<file path="src/rtl/riscv_trap_pkg.sv">
// Shared definitions for the supervisor trap unit: CSR addresses, CSR op
// encodings, exception cause codes, sstatus bit positions and FSM states.
package riscv_trap_pkg;

  localparam logic [11:0] CSR_SSTATUS  = 12'h100;
  localparam logic [11:0] CSR_STVEC    = 12'h105;
  localparam logic [11:0] CSR_SSCRATCH = 12'h140;
  localparam logic [11:0] CSR_SEPC     = 12'h141;
  localparam logic [11:0] CSR_SCAUSE   = 12'h142;
  localparam logic [11:0] CSR_TRAPCNT  = 12'h5C0;

  localparam logic [1:0] CSR_OP_NONE = 2'b00;
  localparam logic [1:0] CSR_OP_RW   = 2'b01;
  localparam logic [1:0] CSR_OP_RS   = 2'b10;
  localparam logic [1:0] CSR_OP_RC   = 2'b11;

  localparam logic [31:0] ILLEGAL_INSTRUCTION = 32'd2;
  localparam logic [31:0] MEMORY_VIOLATION    = 32'd5;

  localparam int SIE  = 1;
  localparam int SPIE = 5;

  // Only SIE and SPIE exist in sstatus; everything else is hardwired to 0.
  localparam logic [63:0] SSTATUS_MASK = (64'd1 << SIE) | (64'd1 << SPIE);

  typedef enum logic [1:0] {
    ST_IDLE     = 2'd0,
    ST_FLUSH    = 2'd1,
    ST_REDIRECT = 2'd2
  } trap_state_e;

endpackage

</file>
<file path="src/rtl/supervisor_csr_file.sv">
// Supervisor trap CSR storage: combinational read mux and illegal decode,
// CSR-instruction write ops, and the hardware updates for trap entry and SRET.
module supervisor_csr_file
  import riscv_trap_pkg::*;
#(
  parameter logic [63:0] RESET_STVEC = 64'h0000_0000_0000_0100
) (
  input  logic        clk,
  input  logic        reset,
  input  logic        csr_en_i,
  input  logic [1:0]  csr_op_i,
  input  logic [11:0] csr_addr_i,
  input  logic [63:0] csr_wdata_i,
  input  logic        wr_block_i,
  input  logic        trap_take_i,
  input  logic [31:0] trap_cause_i,
  input  logic [63:0] trap_epc_i,
  input  logic        sret_take_i,
  output logic [63:0] csr_rdata_o,
  output logic        csr_illegal_o,
  output logic [63:0] stvec_o,
  output logic [63:0] sepc_o
);

  logic [63:0] sstatus_q, sstatus_d;
  logic [63:0] stvec_q, stvec_d;
  logic [63:0] sscratch_q, sscratch_d;
  logic [63:0] sepc_q, sepc_d;
  logic [63:0] scause_q, scause_d;
  logic [63:0] trapcnt_q, trapcnt_d;

  logic        addr_known;
  logic        wr_en;
  logic [63:0] op_result;

  always_comb begin
    addr_known  = 1'b1;
    csr_rdata_o = '0;
    case (csr_addr_i)
      CSR_SSTATUS:  csr_rdata_o = sstatus_q;
      CSR_STVEC:    csr_rdata_o = stvec_q;
      CSR_SSCRATCH: csr_rdata_o = sscratch_q;
      CSR_SEPC:     csr_rdata_o = sepc_q;
      CSR_SCAUSE:   csr_rdata_o = scause_q;
      CSR_TRAPCNT:  csr_rdata_o = trapcnt_q;
      default:      addr_known  = 1'b0;
    endcase
  end

  // Any op other than NONE counts as a write, so it is illegal on trap_count.
  assign csr_illegal_o = csr_en_i &&
                         (!addr_known ||
                          (csr_addr_i == CSR_TRAPCNT && csr_op_i != CSR_OP_NONE));

  assign wr_en = csr_en_i && (csr_op_i != CSR_OP_NONE) && !csr_illegal_o && !wr_block_i;

  always_comb begin
    case (csr_op_i)
      CSR_OP_RW: op_result = csr_wdata_i;
      CSR_OP_RS: op_result = csr_rdata_o | csr_wdata_i;
      CSR_OP_RC: op_result = csr_rdata_o & ~csr_wdata_i;
      default:   op_result = csr_rdata_o;
    endcase
  end

  always_comb begin
    sstatus_d  = sstatus_q;
    stvec_d    = stvec_q;
    sscratch_d = sscratch_q;
    sepc_d     = sepc_q;
    scause_d   = scause_q;
    trapcnt_d  = trapcnt_q;

    if (trap_take_i) begin
      sepc_d          = trap_epc_i;
      scause_d        = {32'b0, trap_cause_i};
      sstatus_d[SPIE] = sstatus_q[SIE];
      sstatus_d[SIE]  = 1'b0;
      trapcnt_d       = trapcnt_q + 64'd1;
    end else if (sret_take_i) begin
      sstatus_d[SIE]  = sstatus_q[SPIE];
      sstatus_d[SPIE] = 1'b1;
    end else if (wr_en) begin
      case (csr_addr_i)
        CSR_SSTATUS:  sstatus_d  = op_result & SSTATUS_MASK;
        CSR_STVEC:    stvec_d    = {op_result[63:2], 2'b00};
        CSR_SSCRATCH: sscratch_d = op_result;
        CSR_SEPC:     sepc_d     = {op_result[63:2], 2'b00};
        CSR_SCAUSE:   scause_d   = {1'b0, op_result[62:0]};
        default:      ;
      endcase
    end
  end

  always_ff @(posedge clk or posedge reset) begin
    if (reset) begin
      sstatus_q  <= '0;
      stvec_q    <= RESET_STVEC;
      sscratch_q <= '0;
      sepc_q     <= '0;
      scause_q   <= '0;
      trapcnt_q  <= '0;
    end else begin
      sstatus_q  <= sstatus_d;
      stvec_q    <= stvec_d;
      sscratch_q <= sscratch_d;
      sepc_q     <= sepc_d;
      scause_q   <= scause_d;
      trapcnt_q  <= trapcnt_d;
    end
  end

  assign stvec_o = stvec_q;
  assign sepc_o  = sepc_q;

endmodule

</file>
<file path="src/rtl/supervisor_trap_unit.sv">
// Supervisor trap sequencer: accepts exceptions and SRET, flushes the pipeline
// for FLUSH_CYCLES cycles, then presents a valid/ready redirect to IF.
module supervisor_trap_unit
  import riscv_trap_pkg::*;
#(
  parameter logic [63:0] RESET_STVEC  = 64'h0000_0000_0000_0100,
  parameter int          FLUSH_CYCLES = 2
) (
  input  logic        clk,
  input  logic        reset,
  input  logic        exc_valid,
  input  logic [31:0] exc_cause,
  input  logic [63:0] exc_epc,
  input  logic        sret_valid,
  input  logic        csr_en,
  input  logic [1:0]  csr_op,
  input  logic [11:0] csr_addr,
  input  logic [63:0] csr_wdata,
  output logic [63:0] csr_rdata,
  output logic        csr_illegal,
  output logic        flush,
  output logic        redirect_valid,
  output logic [63:0] redirect_pc,
  input  logic        redirect_ready,
  output logic        trap_busy
);

  // Redirect handshake: redirect_valid/redirect_pc are held stable from the
  // first REDIRECT cycle until an edge where redirect_ready is sampled high;
  // that edge completes the transfer and returns the FSM to IDLE.

  trap_state_e state_q;
  logic [3:0]  flush_cnt_q;
  logic        flush_q;
  logic        redirect_valid_q;
  logic [63:0] target_q;

  logic        trap_take;
  logic        sret_take;
  logic [63:0] stvec_val;
  logic [63:0] sepc_val;

  assign trap_take = (state_q == ST_IDLE) && exc_valid;
  assign sret_take = (state_q == ST_IDLE) && sret_valid && !exc_valid;
  assign trap_busy = (state_q != ST_IDLE);

  supervisor_csr_file #(
    .RESET_STVEC (RESET_STVEC)
  ) u_csr (
    .clk           (clk),
    .reset         (reset),
    .csr_en_i      (csr_en),
    .csr_op_i      (csr_op),
    .csr_addr_i    (csr_addr),
    .csr_wdata_i   (csr_wdata),
    // SRET also swallows a same-cycle CSR write so sstatus has one writer.
    .wr_block_i    (trap_busy | trap_take | sret_take),
    .trap_take_i   (trap_take),
    .trap_cause_i  (exc_cause),
    .trap_epc_i    (exc_epc),
    .sret_take_i   (sret_take),
    .csr_rdata_o   (csr_rdata),
    .csr_illegal_o (csr_illegal),
    .stvec_o       (stvec_val),
    .sepc_o        (sepc_val)
  );

  always_ff @(posedge clk or posedge reset) begin
    if (reset) begin
      state_q          <= ST_IDLE;
      flush_cnt_q      <= '0;
      flush_q          <= 1'b0;
      redirect_valid_q <= 1'b0;
      target_q         <= '0;
    end else begin
      case (state_q)
        ST_IDLE: begin
          if (trap_take || sret_take) begin
            state_q     <= ST_FLUSH;
            flush_q     <= 1'b1;
            flush_cnt_q <= 4'(FLUSH_CYCLES - 1);
            target_q    <= trap_take ? stvec_val : sepc_val;
          end
        end
        ST_FLUSH: begin
          if (flush_cnt_q == 4'd0) begin
            state_q          <= ST_REDIRECT;
            flush_q          <= 1'b0;
            redirect_valid_q <= 1'b1;
          end else begin
            flush_cnt_q <= flush_cnt_q - 4'd1;
          end
        end
        ST_REDIRECT: begin
          if (redirect_ready) begin
            state_q          <= ST_IDLE;
            redirect_valid_q <= 1'b0;
          end
        end
        default: begin
          state_q          <= ST_IDLE;
          flush_q          <= 1'b0;
          redirect_valid_q <= 1'b0;
        end
      endcase
    end
  end

  assign flush          = flush_q;
  assign redirect_valid = redirect_valid_q;
  assign redirect_pc    = target_q;

endmodule

</file>
<file path="config.mk">
export PLATFORM = sky130hd
export DESIGN_NAME = supervisor_trap_unit
export DESIGN_NICKNAME = d
export VERILOG_FILES = /design/src/rtl/riscv_trap_pkg.sv /design/src/rtl/supervisor_csr_file.sv /design/src/rtl/supervisor_trap_unit.sv
export SDC_FILE = /design/constraint.sdc
export NUM_CORES = 1
export LEC_CHECK = 0
export ABC_AREA = 0
export CORE_MARGIN = 2
export CORE_UTILIZATION = 33
export DETAILED_ROUTE_END_ITERATION = 8
export SLEW_MARGIN = 20
export SYNTH_ARGS = -nofsm -noshare
export SYNTH_HDL_FRONTEND = slang
export SYNTH_SLANG_ARGS = --single-unit
</file>
<file path="constraint.sdc">
create_clock -name clk -period 16.35 [get_ports clk]
set_clock_uncertainty 0.05 [all_clocks]
set_input_delay 2.4525 -clock clk [delete_from_list [all_inputs] [get_ports clk]]
set_output_delay 2.4525 -clock clk [all_outputs]
set_load 0.005 [all_outputs]
</file>
==> results.toml <==
[cts]
cts_max_path_buffers = 3
cts.repair.resized = 0
hold_buffers = 0
cts_tree = "built"
worstSkewPairLatency_ns = 0.58
cts-buffers-inserted = 46
post_cts_buffers = 0
clk_pin_slew_ns = 0.06
root_buffer = "clkbuf_16"
htree_levels = 2
clock-sinks = 391

[sta]
drv_slew = 0
max_freq_ghz = 0.1130
hold_slack_ns = 0.4258
fin_crit_sh = 0.5410
finalCriticalPeriod_ns = 8.846
tightestPinTransition_ns = 1.134
finalSetupTns_ns = 0
max_slew_margin = 0.2441
rsz0062_at_grt = "no"
hold_violations = 0
setup_viol = 0

[finish]
multiInputGateArea_mm2 = 0.009266
synthToLayoutAreaGrowth_pct = 26.45
drive_gt1_frac = 0.05488
fillCellCount = 5736
regArea_mm2 = 0.009786
final_common_cell = "nand2_1"
nNetsFinal = 2463
layout_common_cells = "416 x nand2_1, 390 x dfrtp_1, 308 x clkdlybuf4s50_1, 239 x o21ai_1, 154 x a22oi_1"

[global_route]
antenna_found_initial = 7
gr-usage-all-layers = 0.2230
grt_pass1_wl_mm = 105.2
grt_max_degree = 125
grt_pass1_vias = 17117
grt_overflow = 0

[worst_setup_path]
cp_data_required_time_ns = 13.85
cp_max_fo = 42
critPathLaunchType = "input pin"
startpoint = "csr_addr[6]"
critPathArrivalTime_ns = 6.34
endpoint_kind = "primary output"
r2r_start = "state_q[0]"
criticalPathCategory = "in -> out"

[min_path]
hold_start = "u_csr.stvec_o[8]"
hp-class = "reg -> reg"

[drt]
wl_per_cell_um = 22.36
ant_nets = 0
vias = 17094
drc = 0
drt-initial-drc-count = 1475
dr.pass1.iters = 5
viasPerCell = 5.536
wirelength_mm = 69.06

[floorplanning]
start_util = 0.3337
fp-row-count = 89
fp.dieW_um = 248.3
core_mm2 = 0.05902
boundaryPins = 312
dieArea_mm2 = 0.06165
die_h_um = 248.3

[yosys]
synth_flop_cell = "dfrtp_1"
synth_area_mm2 = 0.01969
synth_cell_type_count = 53
syn_area_per_cell_um2 = 9.579
synth_warnings = 0
synth_cells = 2056
ys_ff_latch = 391
ys_seq_area_frac = 0.4969
syn-num-nets = 2239
synth_enable_flop_cells = 0
synth-async-reset-ratio = 1.000

[placed_design]
gp_congestion = 0.8220
place_hpwl_mm = 44.66
io_buffers = 311

[pwr]
peakVddDrop_v = 0.00006986
p_per_area_mw_per_mm2 = 115.6
p_leak_nw = 10.32

[run_status]
status = "completed"

[flow_run]
drv_cap = 0
cell usage after synthesis (all sizes together) (39+ instances only):
cell type,count,share of area
nor2,39,0.0074
o21ai,320,0.081
xnor2,107,0.048
nand2,419,0.080
nand3,64,0.016
dfrtp,390,0.50
clkbuf,121,0.023
mux2i,127,0.065
buf,40,0.011
o2bb2ai,60,0.027
a22oi,154,0.059
a32o,59,0.030
registers in the layout (all words and copies together), names as in the netlist, 2 cells and up:
signal / count
redirect_pc: 64
u_csr.scause_q: 63
u_csr.sepc_o: 64
u_csr.trapcnt_q: 64
flush_cnt_q: 4
u_csr.sstatus_q: 2
u_csr.stvec_o: 62
u_csr.sscratch_q: 64
state_q: 2
logic make-up after synthesis:
kind of cell | synth area share
compound gates | 0.2051
xor+xnor | 0.05693
flops | 0.4969
simple gates | 0.1366
fa+ha+maj | 0.002414
mux | 0.06512
buf+inv | 0.03691
where the power goes:
part	internal, mW	total [mW]	switching, mW
Combinational	0.288	0.604	0.316
Sequential	1.13	1.26	0.130
Clock	0.604	1.02	0.413
Total	2.02	2.88	0.858
cell type report:
cell class | instances | area share
Sequential cell | 391 | 0.3929
Antenna cell | 1 | 0.0001005
Multi-Input combinational cell | 1490 | 0.3721
Clock inverter | 8 | 0.002060
Clock buffer | 74 | 0.05823
Timing Repair Buffer | 337 | 0.1333
Inverter | 14 | 0.002412
Tap cell | 773 | 0.03884
per-layer routing:
| metal | GRT usage | part of all wire | vias up |
|---|---|---|---|
| met5 | 0 | 0.0010 | - |
| met3 | 0.03825 | 0.063 | 130 |
| met1 | 0.3054 | 0.44 | 8511 |
| li1 | - | - | 7831 |
| met4 | 0.07283 | 0.028 | 10 |
| met2 | 0.3579 | 0.47 | 612 |
critical path, cell delays in order:
cell and delay (ns):
clkdlybuf4s50_1 0.65, nor3b_1 0.52, nand2_1 0.31, nor3_4 0.86
buf_4 0.67, a22oi_1 0.23, nand2_1 0.13, clkdlybuf4s50_1 0.51
stage by stage:
stage	utilization	instances	total power, mW	worst slack [ns]	cell area (um^2)
after floorplan	-	2056	1.602	2.980	19690
after global placement	0.3960	3004	1.853	7.638	23370
after detailed placement	0.3960	3004	1.873	7.499	23370
after CTS	0.4215	3086	2.904	7.528	24870
after global routing	0.4220	3088	3.030	7.253	24900
final	0.4220	3088	2.879	7.504	24900
worst paths after layout:
path                                       endpoint  slack (ns)  cells past startpoint
worst max-delay path                  csr_rdata[54]        7.50                      8
worst min-delay path               u_csr.stvec_o[8]        0.43                      2
worst max register to register  u_csr.trapcnt_q[58]       12.69                      7
worst min register to register     u_csr.stvec_o[8]        0.43                      2
max in group asynchronous        u_csr.scause_q[40]       11.65                      4
min in group asynchronous          u_csr.sepc_o[10]        2.41                      2
(Power assumes the default switching activity.)
